$ cat src/rtl/fifo_burst_reader.sv
// Read-side consumer of the async FIFO: issues bursts of reads, absorbs read latency in a
// 2-entry skid buffer, emits a valid/ready stream framed by m_last. Timeout flush: FIFO_BURST_READER_TIMEOUT_EN.
module fifo_burst_reader #(
  parameter int DATA_WIDTH = 8,
  parameter int FIFO_DEPTH = 8,
  parameter int BURST_LEN  = 4,
  parameter int TIMEOUT    = 16,
  // bit width of FIFO_DEPTH-1, plus one (8 -> 4)
  localparam int CNT_W     = $clog2(FIFO_DEPTH) + 1
) (
  input  logic                  rd_clk,
  input  logic                  rst,
  input  logic                  fifo_empty,
  input  logic [CNT_W-1:0]      fifo_rd_count,
  input  logic [DATA_WIDTH-1:0] fifo_dout,
  output logic                  fifo_rd_en,
  output logic                  m_valid,
  input  logic                  m_ready,
  output logic [DATA_WIDTH-1:0] m_data,
  output logic                  m_last,
  output logic                  busy
);

  if (BURST_LEN < 1 || BURST_LEN > FIFO_DEPTH || TIMEOUT < 1) begin : g_param_check
    $error("fifo_burst_reader: illegal BURST_LEN/TIMEOUT");
  end

  typedef enum logic [1:0] {
    IDLE  = 2'd0,
    BURST = 2'd1
`ifdef FIFO_BURST_READER_TIMEOUT_EN
    , FLUSH = 2'd2
`endif
  } state_t;

  state_t                state_q, state_d;
  logic [CNT_W-1:0]      rem_q, rem_d;
  logic                  inflight_q, inflight_d;
  logic                  inflight_last_q, inflight_last_d;
  logic [1:0]            buf_cnt_q, buf_cnt_d;
  logic [DATA_WIDTH-1:0] buf_data_q [2];
  logic [DATA_WIDTH-1:0] buf_data_d [2];
  logic                  buf_last_q [2];
  logic                  buf_last_d [2];

  logic                  pop;
  logic                  rd_go;
  logic                  wr_slot;
  logic [2:0]            occ;

`ifdef FIFO_BURST_READER_TIMEOUT_EN
  // bit width of TIMEOUT; the timer only ever reaches TIMEOUT-1
  localparam int TMR_W = $clog2(TIMEOUT + 1);
  logic [TMR_W-1:0]      timer_q, timer_d;
`endif

  assign m_valid = (buf_cnt_q != 2'd0);
  assign m_data  = buf_data_q[0];
  assign m_last  = buf_last_q[0];
  assign busy    = (state_q != IDLE) || inflight_q || (buf_cnt_q != 2'd0);
  assign fifo_rd_en = rd_go;

  // Read issue: never let buffered + in-flight words exceed the two skid slots.
  always_comb begin
    pop   = m_valid & m_ready;
    occ   = {1'b0, buf_cnt_q} + {2'b00, inflight_q} - {2'b00, pop};
    rd_go = (state_q != IDLE) && (rem_q != '0) && !fifo_empty && (occ < 3'd2) && !rst;
  end

  always_comb begin
    inflight_d      = rd_go;
    inflight_last_d = (rem_q == CNT_W'(1));
  end

  // Skid buffer: head in slot 0; a pop shifts, the arriving word lands behind what remains.
  always_comb begin
    buf_data_d = buf_data_q;
    buf_last_d = buf_last_q;
    wr_slot    = (buf_cnt_q == 2'd2) || ((buf_cnt_q == 2'd1) && !pop);
    if (pop) begin
      buf_data_d[0] = buf_data_q[1];
      buf_last_d[0] = buf_last_q[1];
    end
    if (inflight_q) begin
      buf_data_d[wr_slot] = fifo_dout;
      buf_last_d[wr_slot] = inflight_last_q;
    end
    buf_cnt_d = buf_cnt_q + {1'b0, inflight_q} - {1'b0, pop};
  end

  always_comb begin
    state_d = state_q;
    rem_d   = rem_q;
`ifdef FIFO_BURST_READER_TIMEOUT_EN
    timer_d = timer_q;
`endif
    case (state_q)
      IDLE: begin
        if (fifo_rd_count >= CNT_W'(BURST_LEN)) begin
          state_d = BURST;
          rem_d   = CNT_W'(BURST_LEN);
`ifdef FIFO_BURST_READER_TIMEOUT_EN
          timer_d = '0;
        end else if (fifo_empty) begin
          timer_d = '0;
        end else if (timer_q == TMR_W'(TIMEOUT - 1)) begin
          // an under-reporting count of 0 cannot seed a flush; hold the timer until it catches up
          if (fifo_rd_count != '0) begin
            state_d = FLUSH;
            rem_d   = fifo_rd_count;
            timer_d = '0;
          end
        end else begin
          timer_d = timer_q + TMR_W'(1);
`endif
        end
      end
      default: begin
        if (rd_go) begin
          rem_d = rem_q - CNT_W'(1);
          if (rem_q == CNT_W'(1)) begin
            state_d = IDLE;
          end
        end
      end
    endcase
  end

  always_ff @(posedge rd_clk or posedge rst) begin
    if (rst) begin
      state_q         <= IDLE;
      rem_q           <= '0;
      inflight_q      <= 1'b0;
      inflight_last_q <= 1'b0;
      buf_cnt_q       <= 2'd0;
      for (int i = 0; i < 2; i++) begin
        buf_data_q[i] <= '0;
        buf_last_q[i] <= 1'b0;
      end
    end else begin
      state_q         <= state_d;
      rem_q           <= rem_d;
      inflight_q      <= inflight_d;
      inflight_last_q <= inflight_last_d;
      buf_cnt_q       <= buf_cnt_d;
      for (int i = 0; i < 2; i++) begin
        buf_data_q[i] <= buf_data_d[i];
        buf_last_q[i] <= buf_last_d[i];
      end
    end
  end

`ifdef FIFO_BURST_READER_TIMEOUT_EN
  always_ff @(posedge rd_clk or posedge rst) begin
    if (rst) begin
      timer_q <= '0;
    end else begin
      timer_q <= timer_d;
    end
  end
`endif

endmodule

$ cat config.mk
export PLATFORM = sky130hd
export DESIGN_NAME = fifo_burst_reader
export DESIGN_NICKNAME = d
export VERILOG_FILES = /design/src/rtl/fifo_burst_reader.sv
export SDC_FILE = /design/constraint.sdc
export NUM_CORES = 1
export LEC_CHECK = 0
export ABC_AREA = 1
export CAP_MARGIN = 20
export CORE_MARGIN = 10
export CORE_UTILIZATION = 46
export CTS_CLUSTER_SIZE = 8
export DETAILED_ROUTE_END_ITERATION = 16
export GPL_TIMING_DRIVEN = 0
export PLACE_DENSITY = 0.86
export SYNTH_ARGS = -nofsm -noshare
export SYNTH_HDL_FRONTEND = slang
export SYNTH_SLANG_ARGS = --single-unit
$ cat constraint.sdc
create_clock -name rd_clk -period 2.34 [get_ports rd_clk]
set_clock_uncertainty 0.2 [all_clocks]
set_input_delay 0.351 -clock rd_clk [delete_from_list [all_inputs] [get_ports rd_clk]]
set_output_delay 0.351 -clock rd_clk [all_outputs]
set_load 0.05 [all_outputs]
-- Word level (Yosys, flattened, before mapping)
Cells that the tools add are included.
- register bits after elaboration: 28
- bits of input ports: 16
- logic and storage cells: 61
- add/subtract/negate cells: 5
- $lt $le $gt $ge: 4
- equality and inequality tests: 4
- mux-type cells: 17
- bitwise operators: 2
- reduce and logical (&&, ||, !) cells: 20
- operator list (operator ; number):
    16-bit bitwise mux ; 1
    16-bit 2-to-1 mux ; 1
    8-bit 2-to-1 mux ; 2
    4-bit 2-to-1 mux ; 3
    2-bit 2-to-1 mux ; 5
    8-bit demux with 1-bit select ; 1
    2-bit nonzero test ; 4
    1-bit logical AND ; 6
    4-bit by 1-bit == test with 1-bit output (second input constant) ; 1
    4-bit by 3-bit >= comparator with 1-bit output (second input constant) ; 1
    4-bit nonzero test ; 1
    4-bit by 1-bit subtractor with 4-bit output (second input constant) ; 1
    2-bit by 1-bit adder with 3-bit output ; 1
    1-bit zero test ; 3
    1-bit logical OR ; 3
    3-bit by 2-bit < comparator with 1-bit output (second input constant) ; 1
    3-bit AND reduction ; 1
    3-bit by 1-bit subtractor with 3-bit output ; 1
    2-bit by 1-bit adder with 2-bit output ; 1
    2-bit bitwise mux ; 1
    2-bit by 1-bit == test with 1-bit output (second input constant) ; 1
    2-bit == test (second input constant) ; 1
    2-bit >= comparator (second input constant) ; 1
    2-bit zero test ; 1
    other kinds (8) ; 9

-- Longest topological paths before layout
- depth after elaboration: 12
- gate-level depth with buffers: 12
- depth with buffers taken out: 12

-- Worst setup path before layout
No wires, ideal clock.
- path type: reg2out
- start: reg buf_cnt_q[0]
- end: out fifo_rd_en
- arrival: 2.071 ns
- data required time: 1.789 ns
- slack: -0.282 ns
- cell stages (with the launch flop): 11
- buffers on the path: 0
- cells stage by stage: dfrtp_1 > inv_1 > nand3_1 > o21ai_0 > ha_1 > fa_1 > inv_1 > nand2_1 > nor2_1 > nand3_1 > inv_1
- cells in the longest elaborated chain, start to end: 6
- elaborated cells on any way between the ends: 7
- those cells by class: add/sub: 2; order compare: 1; bitwise: 1; reduce/logical: 3
- RTL lines (item ; RTL line ; text):
    start, declared ; 40 ; logic [1:0] buf_cnt_q, buf_cnt_d;
    start signal, assigned ; 145 ; buf_cnt_q <= buf_cnt_d;
    branches (longest 2 deep; another with 2-bit by 1-bit adder with 3-bit output) ; n/a ;
    3-bit by 1-bit subtractor with 3-bit output (*) ; 66 ; occ = {1'b0, buf_cnt_q} + {2'b00, inflight_q} - {2'b00, pop};
    3-bit by 2-bit < comparator with 1-bit output (*) ; 67 ; rd_go = (state_q != IDLE) && (rem_q != '0) && !fifo_empty && (occ < 3'd2) && !rst;
    1-bit logical AND (*) (2 in series) ; 67 ;
    end, declared ; 16 ; output logic fifo_rd_en,
Every way passes the cells marked *.

-- Worst setup path in the final report
Ends and elaborated chain as after synthesis.

==> flow_summary.json <==
{
  "synth.most_common_cell": "nand2_1",
  "fin_total_pwr_uw": 2358,
  "power_density_nw_per_um2": 1283,
  "synth_area_leaders": "dfrtp_1 (48%), nand2_1 (14%), nand3_1 (6.4%), inv_1 (5.9%), o21ai_0 (5.0%)",
  "crit_top_cell": "nand3_2",
  "diodes": 0,
  "power.leakage_uw": 0.0009633,
  "dieArea_um2": 5684,
  "cp-start-kind": "flip-flop",
  "violations": "negative setup slack",
  "clockBufferDepth": 2,
  "worst_pin_slew_ns": 0.5454,
  "clkSinkCount": 27,
  "ys_seq_area_share_pct": 47.87,
  "synthTopCellsByCount": "nand2_1 (54), dfrtp_1 (27), inv_1 (22)",
  "vias_per_cell": 4.661,
  "finish.utilization_pct": 61.21,
  "dpl_cell_area_um2": 1712,
  "grt_pass1_wl_mm": 4.595,
  "yosysTopAreaCellShare_pct": 47.87,
  "maxSlewHeadroom_pct": 63.26,
  "num_rows": 20,
  "path_cells": "inv_2 -> nand3_2 -> o21ai_2 -> ha_2 -> fa_1 -> inv_1 -> nand2_1 -> nor2_1 -> nand3_2 -> clkinvlp_4 -> buf_8",
  "r2r_slack_ns": 0.11,
  "ys_ff_latch": 27,
  "area_growth_pct": 30.23,
  "clock-root-buffer": "clkbuf_4",
  "required_ns": 1.79,
  "cts_tree": "yes",
  "async_flop_share_pct": 100.0,
  "drive_above_1_share_pct": 20.75,
  "period_share_pct": 116.6,
  "ant_nets": 0,
  "nNetsFinal": 233,
  "crit_arrival_ns": 2.18,
  "overflow": 0,
  "syn-cell-area_um2": 1411,
  "synth_top_area_cell": "dfrtp_1",
  "critical_path.slowest_cell": "fa_1",
  "antenna_found_initial": 0,
  "cts_made_buffers": 3,
  "synth_fp_nets": 194,
  "synth_cell_type_count": 21,
  "crit_type": "flip-flop to output port",
  "outcome": "finished with violations",
  "clk_latency_ns": 0.31,
  "r2r_start": "buf_cnt_q[0]",
  "num-fill-cells": 256,
  "start_util_pct": 47.00,
  "r2r-end": "state_q[0]",
  "avgSynthCellArea_um2": 8.111,
  "fin_crit_ns": 2.728,
  "drv_slew": 0,
  "setup_viol": 1,
  "die_h_um": 75.39,
  "path_buf_inv": 4,
  "io_buffers": 25,
  "gp_congestion": 0.7966,
  "vdd_ir_drop_max_uv": 578.6,
  "synth-edff-count": 0,
  "hpwl_mm": 2.059,
  "h-tree-depth": 1,
  "crit_path_max_fanout": 3,
  "finalSetupTns_ns": -0.3878,
  "synth_warnings": 0,
  "drt_iter0_drc": 48,
  "first_pass_iters": 4,
  "max_clock_freq_ghz": 0.3666,
  "grt_pass1_vias": 1086,
  "endpoint_kind": "output port",
  "worstHoldPathType": "primary input to asynchronous set/reset pin",
  "max_stage_delay_ns": 0.44,
  "maxCapViolations": 0,
  "ioPinCount": 28,
  "die_w_um": 75.39,
  "grt_start_max_net_pins": 29,
  "grt_usage_pct": 9.992,
  "rsz0062_at_grt": "yes",
  "hold_viol": 0,
  "coreArea_um2": 3003,
  "r2r_cells": 12,
  "dp_worst_setup_slack_ns": -1.610,
  "path_clk_slew_ns": 0.14,
  "ys.flop_type": "dfrtp_1",
  "fin_area_um2": 1838,
  "drc": 0,
  "cp_num_cells": 11,
  "wl_mm": 2.813,
  "synthCells": 174,
  "post_drt_wl_per_cell_um": 11.48,
  "worst_slack_ns": -0.3878,
  "crit_family": "adder cells",
  "via_count": 1142
}
## routing by layer
metal,GRT usage (%),vias up,wire length [µm]
li1,-,613,-
met1,12.49,511,1319
met2,17.28,18,1376
met3,2.214,0,117
met4,1.856,0,0
met5,0,-,0
## area by class of cell
class | count | area [µm²] | share of cell area, %
well taps | 33 | 41.29 | 2.246
flip-flops and latches | 27 | 675.6 | 36.76
multi-input cells | 110 | 561.8 | 30.57
inverters | 25 | 98.84 | 5.378
clock inverters | 1 | 5.005 | 0.2723
clock buffers | 3 | 22.52 | 1.225
plain buffers | 12 | 95.09 | 5.174
repair buffers | 34 | 337.8 | 18.38
## how the worst max path moves through the flow
| stage | startpoint | end | slack (ns) |
|---|---|---|---|
| after floorplan | buf_cnt_q[0] | fifo_rd_en | -0.10 |
| after global placement | m_ready | fifo_rd_en | -1.57 |
| after detailed placement | m_ready | fifo_rd_en | -1.61 |
| after CTS | buf_cnt_q[0] | fifo_rd_en | -0.46 |
| after global routing | buf_cnt_q[0] | fifo_rd_en | -0.52 |
| final | buf_cnt_q[0] | fifo_rd_en | -0.39 |
## cells in the final DEF, fill, tap and decap left out, types with 2 or more instances in the layout
cell type / instances
inv_1: 20
o21ai_2: 2
nand3_2: 4
o21ai_0: 13
clkbuf_4: 3
nor2_1: 4
dfrtp_1: 27
clkinv_2: 2
buf_6: 2
clkdlybuf4s50_1: 21
o21ai_1: 6
ha_1: 2
nand2_1: 54
inv_2: 3
nand2_2: 2
nand2_4: 2
buf_4: 17
nand3_1: 16
## power breakdown
| group | internal (µW) | leakage, µW | total, µW | switching (µW) |
|---|---|---|---|---|
| sequential | 662 | 0.000341 | 768 | 106 |
| combinational | 561 | 0.000604 | 1400 | 836 |
| clock | 63.8 | 0.0000177 | 193 | 129 |
| total | 1290 | 0.000963 | 2360 | 1070 |
## worst register-to-register path, stage by stage, from the launching register on
cell and delay [ns]:
dfrtp_1 0.42, inv_2 0.09, nand3_2 0.09, o21ai_2 0.07, ha_2 0.19, fa_1 0.44
inv_1 0.07, nand2_1 0.04, nor2_1 0.10, nand3_2 0.11, buf_4 0.17, nor2_1 0.09
nor2_1 0.05
## per-stage QoR
step                hold WS, ns  instances
finish                  0.04475        245
global route            0.05516        245
CTS                      0.2886        242
detailed placement       0.2553        232
global placement         0.2487        232
floorplan                0.2122        174
## cells by family (layout without fill, tap and decap cells)
logic type | after synthesis | in the layout | share of synthesized area (%)
AOI/OAI and AO/OA | 22 | 22 | 8.067
adders and majority gates | 4 | 4 | 4.078
buffers and inverters | 37 | 75 | 13.47
DFF | 27 | 27 | 47.87
and+or+nand+nor | 84 | 84 | 26.51
## repair_timing
item,4_1_cts,5_1_grt
setup buffers,6,3
setup endpoints to repair,8,7
gates resized for setup,16,3
hold buffers,0,0
pin swaps,4,3
No activity file was read; power rests on OpenSTA's default activity.
